[src/rtl/alu_arbiter.sv]
// Two-port arbiter in front of one shared combinational MIPS alu: grant, execute, hold result.
// Build option: define ALU_ARB_RR_EN for round-robin ties; default is fixed priority to port 0.
module alu_arbiter #(
    parameter int DATA_WIDTH = 32
) (
    input  logic                  clk,
    input  logic                  rst,
    input  logic                  req_valid_0,
    input  logic                  req_valid_1,
    output logic                  req_ready_0,
    output logic                  req_ready_1,
    input  logic [DATA_WIDTH-1:0] req_a_0,
    input  logic [DATA_WIDTH-1:0] req_a_1,
    input  logic [DATA_WIDTH-1:0] req_b_0,
    input  logic [DATA_WIDTH-1:0] req_b_1,
    input  logic [2:0]            req_op_0,
    input  logic [2:0]            req_op_1,
    output logic                  rsp_valid_0,
    output logic                  rsp_valid_1,
    input  logic                  rsp_ready_0,
    input  logic                  rsp_ready_1,
    output logic [DATA_WIDTH-1:0] rsp_result,
    output logic [2:0]            rsp_flags,
    output logic [DATA_WIDTH-1:0] alu_a,
    output logic [DATA_WIDTH-1:0] alu_b,
    output logic [2:0]            alu_op,
    input  logic [DATA_WIDTH-1:0] alu_result,
    input  logic                  alu_overflow,
    input  logic                  alu_carryout,
    input  logic                  alu_zero
);

    typedef enum logic [1:0] {
        S_IDLE,
        S_EXEC,
        S_RESP
    } state_t;

    state_t                state_q, state_d;
    logic                  owner_q, owner_d;
    logic [DATA_WIDTH-1:0] a_q, a_d;
    logic [DATA_WIDTH-1:0] b_q, b_d;
    logic [2:0]            op_q, op_d;
    logic [DATA_WIDTH-1:0] result_q, result_d;
    logic [2:0]            flags_q, flags_d;
    logic                  grant1;
    logic                  idle_grant;
    logic                  rsp_fire;

`ifdef ALU_ARB_RR_EN
    logic ptr_q, ptr_d;

    // Tie goes to the port that did not win last time.
    always_comb begin
        grant1 = req_valid_1;
        if (req_valid_0 && req_valid_1) begin
            grant1 = ~ptr_q;
        end
    end
`else
    always_comb begin
        grant1 = req_valid_1 & ~req_valid_0;
    end
`endif

    // No grant while reset is held: the latched operands would be discarded.
    assign idle_grant  = (state_q == S_IDLE) && !rst
                         && (req_valid_0 || req_valid_1);
    assign req_ready_0 = idle_grant && !grant1;
    assign req_ready_1 = idle_grant && grant1;

    assign rsp_valid_0 = (state_q == S_RESP) && !owner_q;
    assign rsp_valid_1 = (state_q == S_RESP) && owner_q;
    assign rsp_fire    = owner_q ? rsp_ready_1 : rsp_ready_0;
    assign rsp_result  = result_q;
    assign rsp_flags   = flags_q;

    assign alu_a  = (state_q == S_EXEC) ? a_q : '0;
    assign alu_b  = (state_q == S_EXEC) ? b_q : '0;
    assign alu_op = (state_q == S_EXEC) ? op_q : 3'b000;

    always_comb begin
        state_d  = state_q;
        owner_d  = owner_q;
        a_d      = a_q;
        b_d      = b_q;
        op_d     = op_q;
        result_d = result_q;
        flags_d  = flags_q;
`ifdef ALU_ARB_RR_EN
        ptr_d    = ptr_q;
`endif
        unique case (state_q)
            S_IDLE: begin
                if (idle_grant) begin
                    owner_d = grant1;
                    a_d     = grant1 ? req_a_1 : req_a_0;
                    b_d     = grant1 ? req_b_1 : req_b_0;
                    op_d    = grant1 ? req_op_1 : req_op_0;
`ifdef ALU_ARB_RR_EN
                    ptr_d   = grant1;
`endif
                    state_d = S_EXEC;
                end
            end
            S_EXEC: begin
                result_d = alu_result;
                flags_d  = {alu_overflow, alu_carryout, alu_zero};
                state_d  = S_RESP;
            end
            S_RESP: begin
                if (rsp_fire) begin
                    state_d = S_IDLE;
                end
            end
            default: state_d = S_IDLE;
        endcase
    end

    always_ff @(posedge clk) begin
        if (rst) begin
            state_q  <= S_IDLE;
            owner_q  <= 1'b0;
            a_q      <= '0;
            b_q      <= '0;
            op_q     <= 3'b000;
            result_q <= '0;
            flags_q  <= 3'b000;
`ifdef ALU_ARB_RR_EN
            ptr_q    <= 1'b1;
`endif
        end else begin
            state_q  <= state_d;
            owner_q  <= owner_d;
            a_q      <= a_d;
            b_q      <= b_d;
            op_q     <= op_d;
            result_q <= result_d;
            flags_q  <= flags_d;
`ifdef ALU_ARB_RR_EN
            ptr_q    <= ptr_d;
`endif
        end
    end

endmodule

[config.mk]
export PLATFORM = sky130hd
export DESIGN_NAME = alu_arbiter
export DESIGN_NICKNAME = d
export VERILOG_FILES = /design/src/rtl/alu_arbiter.sv
export SDC_FILE = /design/constraint.sdc
export NUM_CORES = 1
export LEC_CHECK = 0
export CORE_ASPECT_RATIO = 0.5
export CORE_MARGIN = 10
export CORE_UTILIZATION = 40
export DETAILED_ROUTE_END_ITERATION = 6
export PLACE_DENSITY = 0.87
export SLEW_MARGIN = 20
export SYNTH_ARGS = -nofsm -noshare
export SYNTH_HDL_FRONTEND = slang
export SYNTH_SLANG_ARGS = --single-unit
[constraint.sdc]
create_clock -name clk -period 2.7 [get_ports clk]
set_input_delay 0.405 -clock clk [delete_from_list [all_inputs] [get_ports clk]]
set_output_delay 0.405 -clock clk [all_outputs]
set_load 0.02 [all_outputs]
# --- After elaboration in Yosys (flattened, before gate mapping) ---
# Index checks and enable logic that the tools add are counted.
# W data, S select, Z words.
op_classes:
  n_addsub: 0
  mul: 0
  n_div: 0
  order_cmp: 0
  eq_ne: 4
  shift: 0
  muxes: 10
  bitwise: 2
  n_reduce_logical: 13
ops:
  columns: ["cell", "n"]
  rows:
  - ["$mux W32", 4]
  - ["$logic_and A1 B1 Y1", 6]
  - ["$mux W3", 2]
  - ["$pmux W2 S3", 1]
  - ["$mux W2", 2]
  - ["$ne A2 B2 Y1 const B", 2]
  - ["$reduce_and A2 Y1", 2]
  - ["$logic_not A1 Y1", 3]
  - ["$eq A2 B1 Y1 const B", 1]
  - ["$eq A2 B2 Y1 const B", 1]
  - ["$logic_not A2 Y1", 1]
  - ["$and A1 B1 Y1", 1]
  - ["$logic_or A1 B1 Y1", 1]
  - ["$mux W1", 1]
  - ["$not A1 Y1", 1]
totals:
  regBits: 105
  latchBits: 0
  mem_bits_rw: 0
  mem_bits_ro: 0
  memories: 0

# --- Logic depth before layout (Yosys ltp) ---
# Gate-level depths: netlist (run 1).
depth:
  word_depth: 5
  depth_mapped: 7

# --- Worst setup path before layout (run 1) ---
# No wires, ideal clock.
synth_path:
  path_kind: "input to output"
  startpoint: "input port req_valid_0"
  endpoint: "output port req_ready_1"
  arrival_ns: 1.439
  t_required_ns: 2.295
  slack_ns: 0.856
  stages: 6
  n_path_buf: 4
  path_cell_list: "buf_2 > nor2b_1 > buf_2 > buf_4 > buf_2 > nor2b_1"
synth_via:
  elab_chain_len: 3
synth_rtl:
  columns: ["item", "line", "rtl"]
  rows:
  - ["start, declared", "8", "input logic req_valid_0,"]
  - ["$not A1 Y1 / $logic_or A1 B1 Y1 (equally long branches)", "62, 68", null]
  - ["$and A1 B1 Y1 / $logic_and A1 B1 Y1 (equally long branches)", "62, 68", null]
  - ["$logic_and A1 B1 Y1 (*)", "70", "assign req_ready_1 = idle_grant && grant1;"]
  - ["end, declared", "11", "output logic req_ready_1,"]
# Mark *: on every way between the ends. The rest lies on a longest branch, timed or not.

# --- Final worst setup path (run 1) ---
layout_path:
  startpoint: "register state_q[0]"
  endpoint: "output port alu_op[0]"
layout_via:
  elab_chain_len: 2
layout_rtl:
  columns: ["item", "line", "rtl"]
  rows:
  - ["start, declared", "39", "state_t state_q, state_d;"]
  - ["start signal, assigned", "133", "state_q <= state_d;"]
  - ["$eq A2 B1 Y1", "80", "assign alu_op = (state_q == S_EXEC) ? op_q : 3'b000;"]
  - ["$mux W3", "80", null]
  - ["end, declared", "26", "output logic [2:0] alu_op,"]
# No other way between the ends.

==> results of run 1 <==
[worst register-to-register path, stage by stage (launching register included)]
cell,delay (ns)
dfxtp_1,0.38
or3_2,0.55
buf_4,0.37
o2bb2ai_1,0.29
[area by class of cell]
| type | instances | area, sq um |
|---|---|---|
| Fill cell | 825 | 2910 |
| Timing Repair Buffer | 290 | 2900 |
| Sequential cell | 105 | 2100 |
| Multi-Input combinational cell | 323 | 2080 |
| Clock buffer | 10 | 229 |
| Tap cell | 140 | 175 |
| Clock inverter | 6 | 76.3 |
| Inverter | 1 | 3.75 |
[logic make-up (layout without fill, tap and decap cells)]
group	count (synthesis)	after routing
and+or+nand+nor	149	149
DFF	105	105
muxes	1	1
buffers and inverters	51	307
AOI/OAI and AO/OA	173	173
[cell usage after synthesis, types with 2 or more instances]
library cell,n
a21oi_1,37
o2bb2ai_1,67
clkbuf_1,29
buf_6,4
and2_1,67
buf_2,15
nor2b_1,4
a22oi_1,67
nand2_1,70
dfxtp_1,105
nor2_1,2
[sequential cells by signal, indices dropped and copies added (netlist names)]
register    flops
a_q            32
b_q            32
rsp_result     32
op_q            3
rsp_flags       3
state_q         2
owner_q         1
[per-stage QoR]
stage / hold WS [ns] / area [sq um] / instances
3_3_place_gp: 0.437 / 7260 / 859
2_1_floorplan: 0.424 / 4400 / 479
6_report: 0.455 / 7570 / 875
4_1_cts: 0.457 / 7570 / 875
3_5_place_dp: 0.439 / 7260 / 859
5_1_grt: 0.471 / 7570 / 875
[power groups by stage]
| stage | logic (mW) | clock network [mW] | registers, mW |
|---|---|---|---|
| final | 0.901 | 1.32 | 1.75 |
| after global routing | 0.967 | 1.43 | 1.76 |
| after CTS | 0.909 | 1.36 | 1.75 |
| after detailed placement | 0.905 | 0 | 1.78 |
| after global placement | 0.889 | 0 | 1.78 |
| after floorplan | 0.378 | 0 | 1.81 |
[layer usage]
| layer | wire length [um] | part of all wire, % | track usage, % | vias to the layer above |
|---|---|---|---|---|
| met3 | 930 | 5.5 | 5.10 | 14 |
| met2 | 9270 | 54 | 38.1 | 138 |
| met4 | 223 | 1.3 | 4.76 | 0 |
| li1 | - | - | - | 2230 |
| met1 | 6610 | 39 | 21.8 | 2124 |
| met5 | 0 | 0 | 0 | - |
[worst paths after layout]
| check | start | end | slack [ns] | cells after the start |
|---|---|---|---|---|
| max | state_q[0] | alu_op[0] | 0.19 | 4 |
| min | b_q[8] | b_q[8] | 0.46 | 1 |
| max reg2reg | state_q[1] | b_q[27] | 1.03 | 3 |
| min reg2reg | b_q[8] | b_q[8] | 0.46 | 1 |
==> results.md, run 1 <==
- Vias: 4506
- WL/cell: 19.5 um
- Synth Area in Adders: 0%
- Mux share of post-synthesis cell area: 0.227%
- Iter 0 DRT Violations: 241
- Max-cap violations: 0
- Crit path buffers/inverters: 2
- Switch Pwr: 1.07 mW
- P&R area growth vs syn: 71.8%
- Final period utilization: between 90 and 100%
- Post-CTS setup buffer count: 0
- Share of cells above drive strength 1: 4.08%
- Peak supply drop: 0.490 mV
- Post-synth EDFFs: 0
- Comb power frac: 22.7%
- Avg Cell Area, Syn: 9.19 sq um
- CTS resizes: 0
- # hold bufs at CTS: 0
- Mapped Nets: 654
- Internal cell power: a little under 3 mW
- Total wire length: 17000 um
- Post-synthesis register bit count: 105
- Drt drc: 0
- Netlist Area Pre-Place: 4400 sq um
- Clock Tree Buf Depth: 2
- Status: complete, no violations
- Yosys warnings: 0
- Core Box Area: approximately 10000 sq um
- Worst EP arrival: 2.11 ns
- Least-Margin Pin Slew: 0.748 ns
- Pin count of the biggest net entering global routing: 68
- Clk pwr share: 33.4%
- Clk Latency, worst-skew pair: 0.34 ns
- Post-synthesis xor/xnor area fraction: 0%
- Starting Density: 42.0%
- Largest family of logic cells by synthesized area: compound AO/OA/AOI/OAI gates
- Synth unique cells: 23
- Routed Antenna Nets: 0
- Commonest non-fill, non-tap cell in the layout: clkdlybuf4s50_1
- 1st-pass router iterations: 5
- Overall routing resource usage: 20.0%
- Site row count: 26
- Compound-Gate Fraction of Synth Area: 29.3%
- Slew Limit Headroom: 50.1%
- CP max stage cell: clkdlybuf4s50_1
- Unrepaired setup endpoints after global routing: false
- Register area share after synthesis: between 40 and 50%
- Primary FF master, synth: dfxtp_1
- Synth top area cells: dfxtp_1 48%, o2bb2ai_1 13%, a22oi_1 11%
- Ports: 281
- TritonCTS Sinks: 105
- Critical Path RT: 2.30 ns
- Global-route wire length before repair: 25600 um
- Max Freq: around 400 MHz
- Final Max Tran Viols: 0
- H-tree depth: 3
- TritonCTS Buffers: 9
- Crit-path cells: nor2b_4 > buf_4 > and2_1 > clkdlybuf4s50_1
- Critical path peak fanout: 43
- Total Power: 3.97 mW
- Synthesized instance count: about 480
- PortBufs: 280
- Final WS setup: between 0.15 and 0.2 ns
- Cell Pwr Density: 525 nW/um^2
- Antenna violations before repair: 0
- Min Tclk post-route: 2.51 ns
- WS Path Type: reg -> out
- Fin nets: 905
- CTS tree: done
- Sequential power share: 44.0%
- Final hold violation count: 0
- Most frequent cells in the layout: 279 x clkdlybuf4s50_1, 105 x dfxtp_1, 70 x nand2_1
- Root Driver: clkbuf_16
- Leakage: 2.69 nW
- Diode count: 0
- Pre-CTS setup slack: between 0.2 and 0.25 ns
- Hold Crit Class: reg -> reg
- Setup TNS: 0 ns
- Crit. End Element: primary output
- Chip width: 168 um
- Top-area cell type share of the netlist area: a little under half
- Total gr overflow: 0
- Die height: 94.2 um
- Vias in the first global route: 4538
- HPWL after DPL: about 13000 um
- Final setup viols: 0
- Routability Congestion: 0.815
- Switching share of power: 27.0%
- DR vias/cell: approximately 5.1
- CTS clk-pin slew, worst paths: about 0.07 ns
- Slowest Stage Delay on Critical Path: 0.64 ns
- Simple-Gate Fraction of Synth Area: between 15 and 20%
- Die area: ~16000 sq um
- Setup skew after layout: 0.00490 ns
- Worst setup SP type: flip-flop
- Post-synth top area cell: dfxtp_1
- Crit-path leading delay family: buffers and inverters
- Final core utilization: 72.2%
- Asr flop ratio synth: 0%
Power figures use the tool's default switching activity.
==> run 2: changes to the inputs <==
--- a/config.mk
+++ b/config.mk
@@ -7,9 +7,11 @@
 export LEC_CHECK = 0
 export CORE_ASPECT_RATIO = 0.5
 export CORE_MARGIN = 10
-export CORE_UTILIZATION = 40
+export CORE_UTILIZATION = 41
+export CTS_BUF_LIST = sky130_fd_sc_hd__clkbuf_8
 export DETAILED_ROUTE_END_ITERATION = 6
-export PLACE_DENSITY = 0.87
+export PLACE_DENSITY_LB_ADDON = 0.2
+export SKIP_LAST_GASP = 1
 export SLEW_MARGIN = 20
 export SYNTH_ARGS = -nofsm -noshare
 export SYNTH_HDL_FRONTEND = slang
==> run 2 against run 1 <==
Net effect: clock skew increased by 0.0035 ns; maximum frequency decreased by 1.7%; flip-flop and latch count unchanged; critical endpoint is now alu_b[12]; largest power group unchanged.
==> results.md, run 2 (synthesized netlist as in run 1, its figures left out) <==
- Worst EP arrival: 2.15 ns
- Antenna violations before repair: 1
- Cell Pwr Density: 503 nW/um^2
- Post-CTS setup buffer count: 0
- Status: complete, no violations
- Diode count: 0
- Reg2reg path depth: 3
- Die height: 93.3 um
- Slowest Stage Delay on Critical Path: 0.63 ns
- Crit-path cells: nor2b_4 > buf_4 > and2_1 > clkdlybuf4s50_1
- Max Freq: just under 400 MHz
- Routed Antenna Nets: 0
- 1st-pass router iterations: 4
- H-tree depth: 3
- Crit path buffers/inverters: 2
- Iter 0 DRT Violations: 245
- WS Path Type: reg -> out
- Final period utilization: 94.6%
- Die area: 15500 sq um
- Crit path from: state_q[0]
- Total gr overflow: 0
- Hold Path Origin: req_valid_0
- Max-cap violations: 0
- Final Max Tran Viols: 0
- Routability Congestion: about 0.82
- Most frequent cells in the layout: 279 x clkdlybuf4s50_1, 105 x dfxtp_1, 70 x nand2_1
- HPWL after DPL: 12400 um
- Slew Limit Headroom: 49.8%
- Pin count of the biggest net entering global routing: 69
- Global-route wire length before repair: 25100 um
- Min Tclk post-route: 2.55 ns
- Final setup viols: 0
- Peak supply drop: ~0.27 mV
- Clk Latency, worst-skew pair: around 0.36 ns
- Site row count: 26
- PortBufs: 280
- WL/cell: between 15 and 20 um
- Clock Tree Buf Depth: 2
- CP max stage cell: clkdlybuf4s50_1
- Reg-to-Reg Start: state_q[1]
- Crit-path leading delay family: buffers and inverters
- Final hold violation count: 0
- Placed Area: 7240 sq um
- TritonCTS Buffers: 9
- P&R area growth vs syn: 69.7%
- Hold Crit Class: in -> reg
- Hold Path Cell Cnt: 2
- Root Driver: clkbuf_8
- Crit. End Element: primary output
- Total wire length: 16500 um
- Worst setup SP type: flip-flop
- Critical path peak fanout: 35
- Fin nets: roughly 900
- Core Box Area: 10300 sq um
- TritonCTS Sinks: 105
- CTS tree: done
- Vias: 4562
- Setup skew after layout: 0.00838 ns
- Final instance area: 7480 sq um
- Critical Path RT: about 2.3 ns
- Overall routing resource usage: 19.6%
- Crit path depth: 4
- Ports: roughly 280
- Unrepaired setup endpoints after global routing: false
- Chip width: approximately 170 um
- DR vias/cell: around 5.2
- Setup TNS: 0 ns
- Leakage: 2.66 nW
- CTS clk-pin slew, worst paths: 0.10 ns
- Starting Density: 42.6%
- Commonest non-fill, non-tap cell in the layout: clkdlybuf4s50_1
- Vias in the first global route: 4725
- Least-Margin Pin Slew: ~0.75 ns
- Share of cells above drive strength 1: 4.22%
- Drt drc: 0
- WHS: 0.438 ns
- Filler cell count: slightly above 800
==> run 2: cell count changes in the layout (fill, tap and decap cells not counted), sizes merged <==
cell      previous run  this run
bufinv               1         2
clkinvlp             2         1
==> run 2: stage by stage <==
stage	worst slack, ns	cells	power [mW]	utilization [%]
after floorplan	0.856	479	2.18	-
after global placement	0.229	859	2.65	69.9
after detailed placement	0.233	859	2.67	69.9
after CTS	0.0776	875	3.80	72.2
after global routing	0.0542	875	3.94	72.3
final	0.147	875	3.76	72.3
==> run 2: layout make-up <==
type	instances	area (sq um)	share of cell area, %
clock inverter	6	98.8	1.32
clock buffer	10	138	1.84
multi-input combinational	323	2080	27.8
tap	140	175	2.34
timing repair buffer	290	2880	38.5
inverter	1	3.75	0.0502
sequential	105	2100	28.1
==> run 2: per-layer routing <==
layer	vias up	part of all wire [%]	global-route usage, %
met4	2	2.1	6.10
met3	25	7.4	7.31
li1	2224	-	-
met1	2153	39	20.5
met2	158	51	36.3
met5	-	0.079	0
==> run 2: worst reg2reg max path: cells and delay by family (launching register included) <==
kind / cells / cell delay, ns
compound gates: 1 / 0.27
buf+inv: 1 / 0.38
flops: 1 / 0.39
simple gates: 1 / 0.55
==> run 2: repair_timing <==
action | CTS | global route
setup endpoints to repair | 0 | 7
hold buffers | 0 | 0
gates resized for setup | 0 | 1
==> run 2: final timing paths <==
check / endpoint / slack, ns
worst min-delay path: owner_q / 0.44
worst max-delay path: alu_b[12] / 0.15
worst min register to register: rsp_result[4] / 0.46
worst max register to register: b_q[17] / 1.04
==> run 2: report_power, final <==
part	internal, mW	leakage [nW]	switching (mW)	total [mW]
Combinational	0.478	1.68	0.412	0.890
Clock	0.563	0.117	0.565	1.13
Sequential	1.68	0.863	0.0654	1.75
Total	2.72	2.66	1.04	3.76
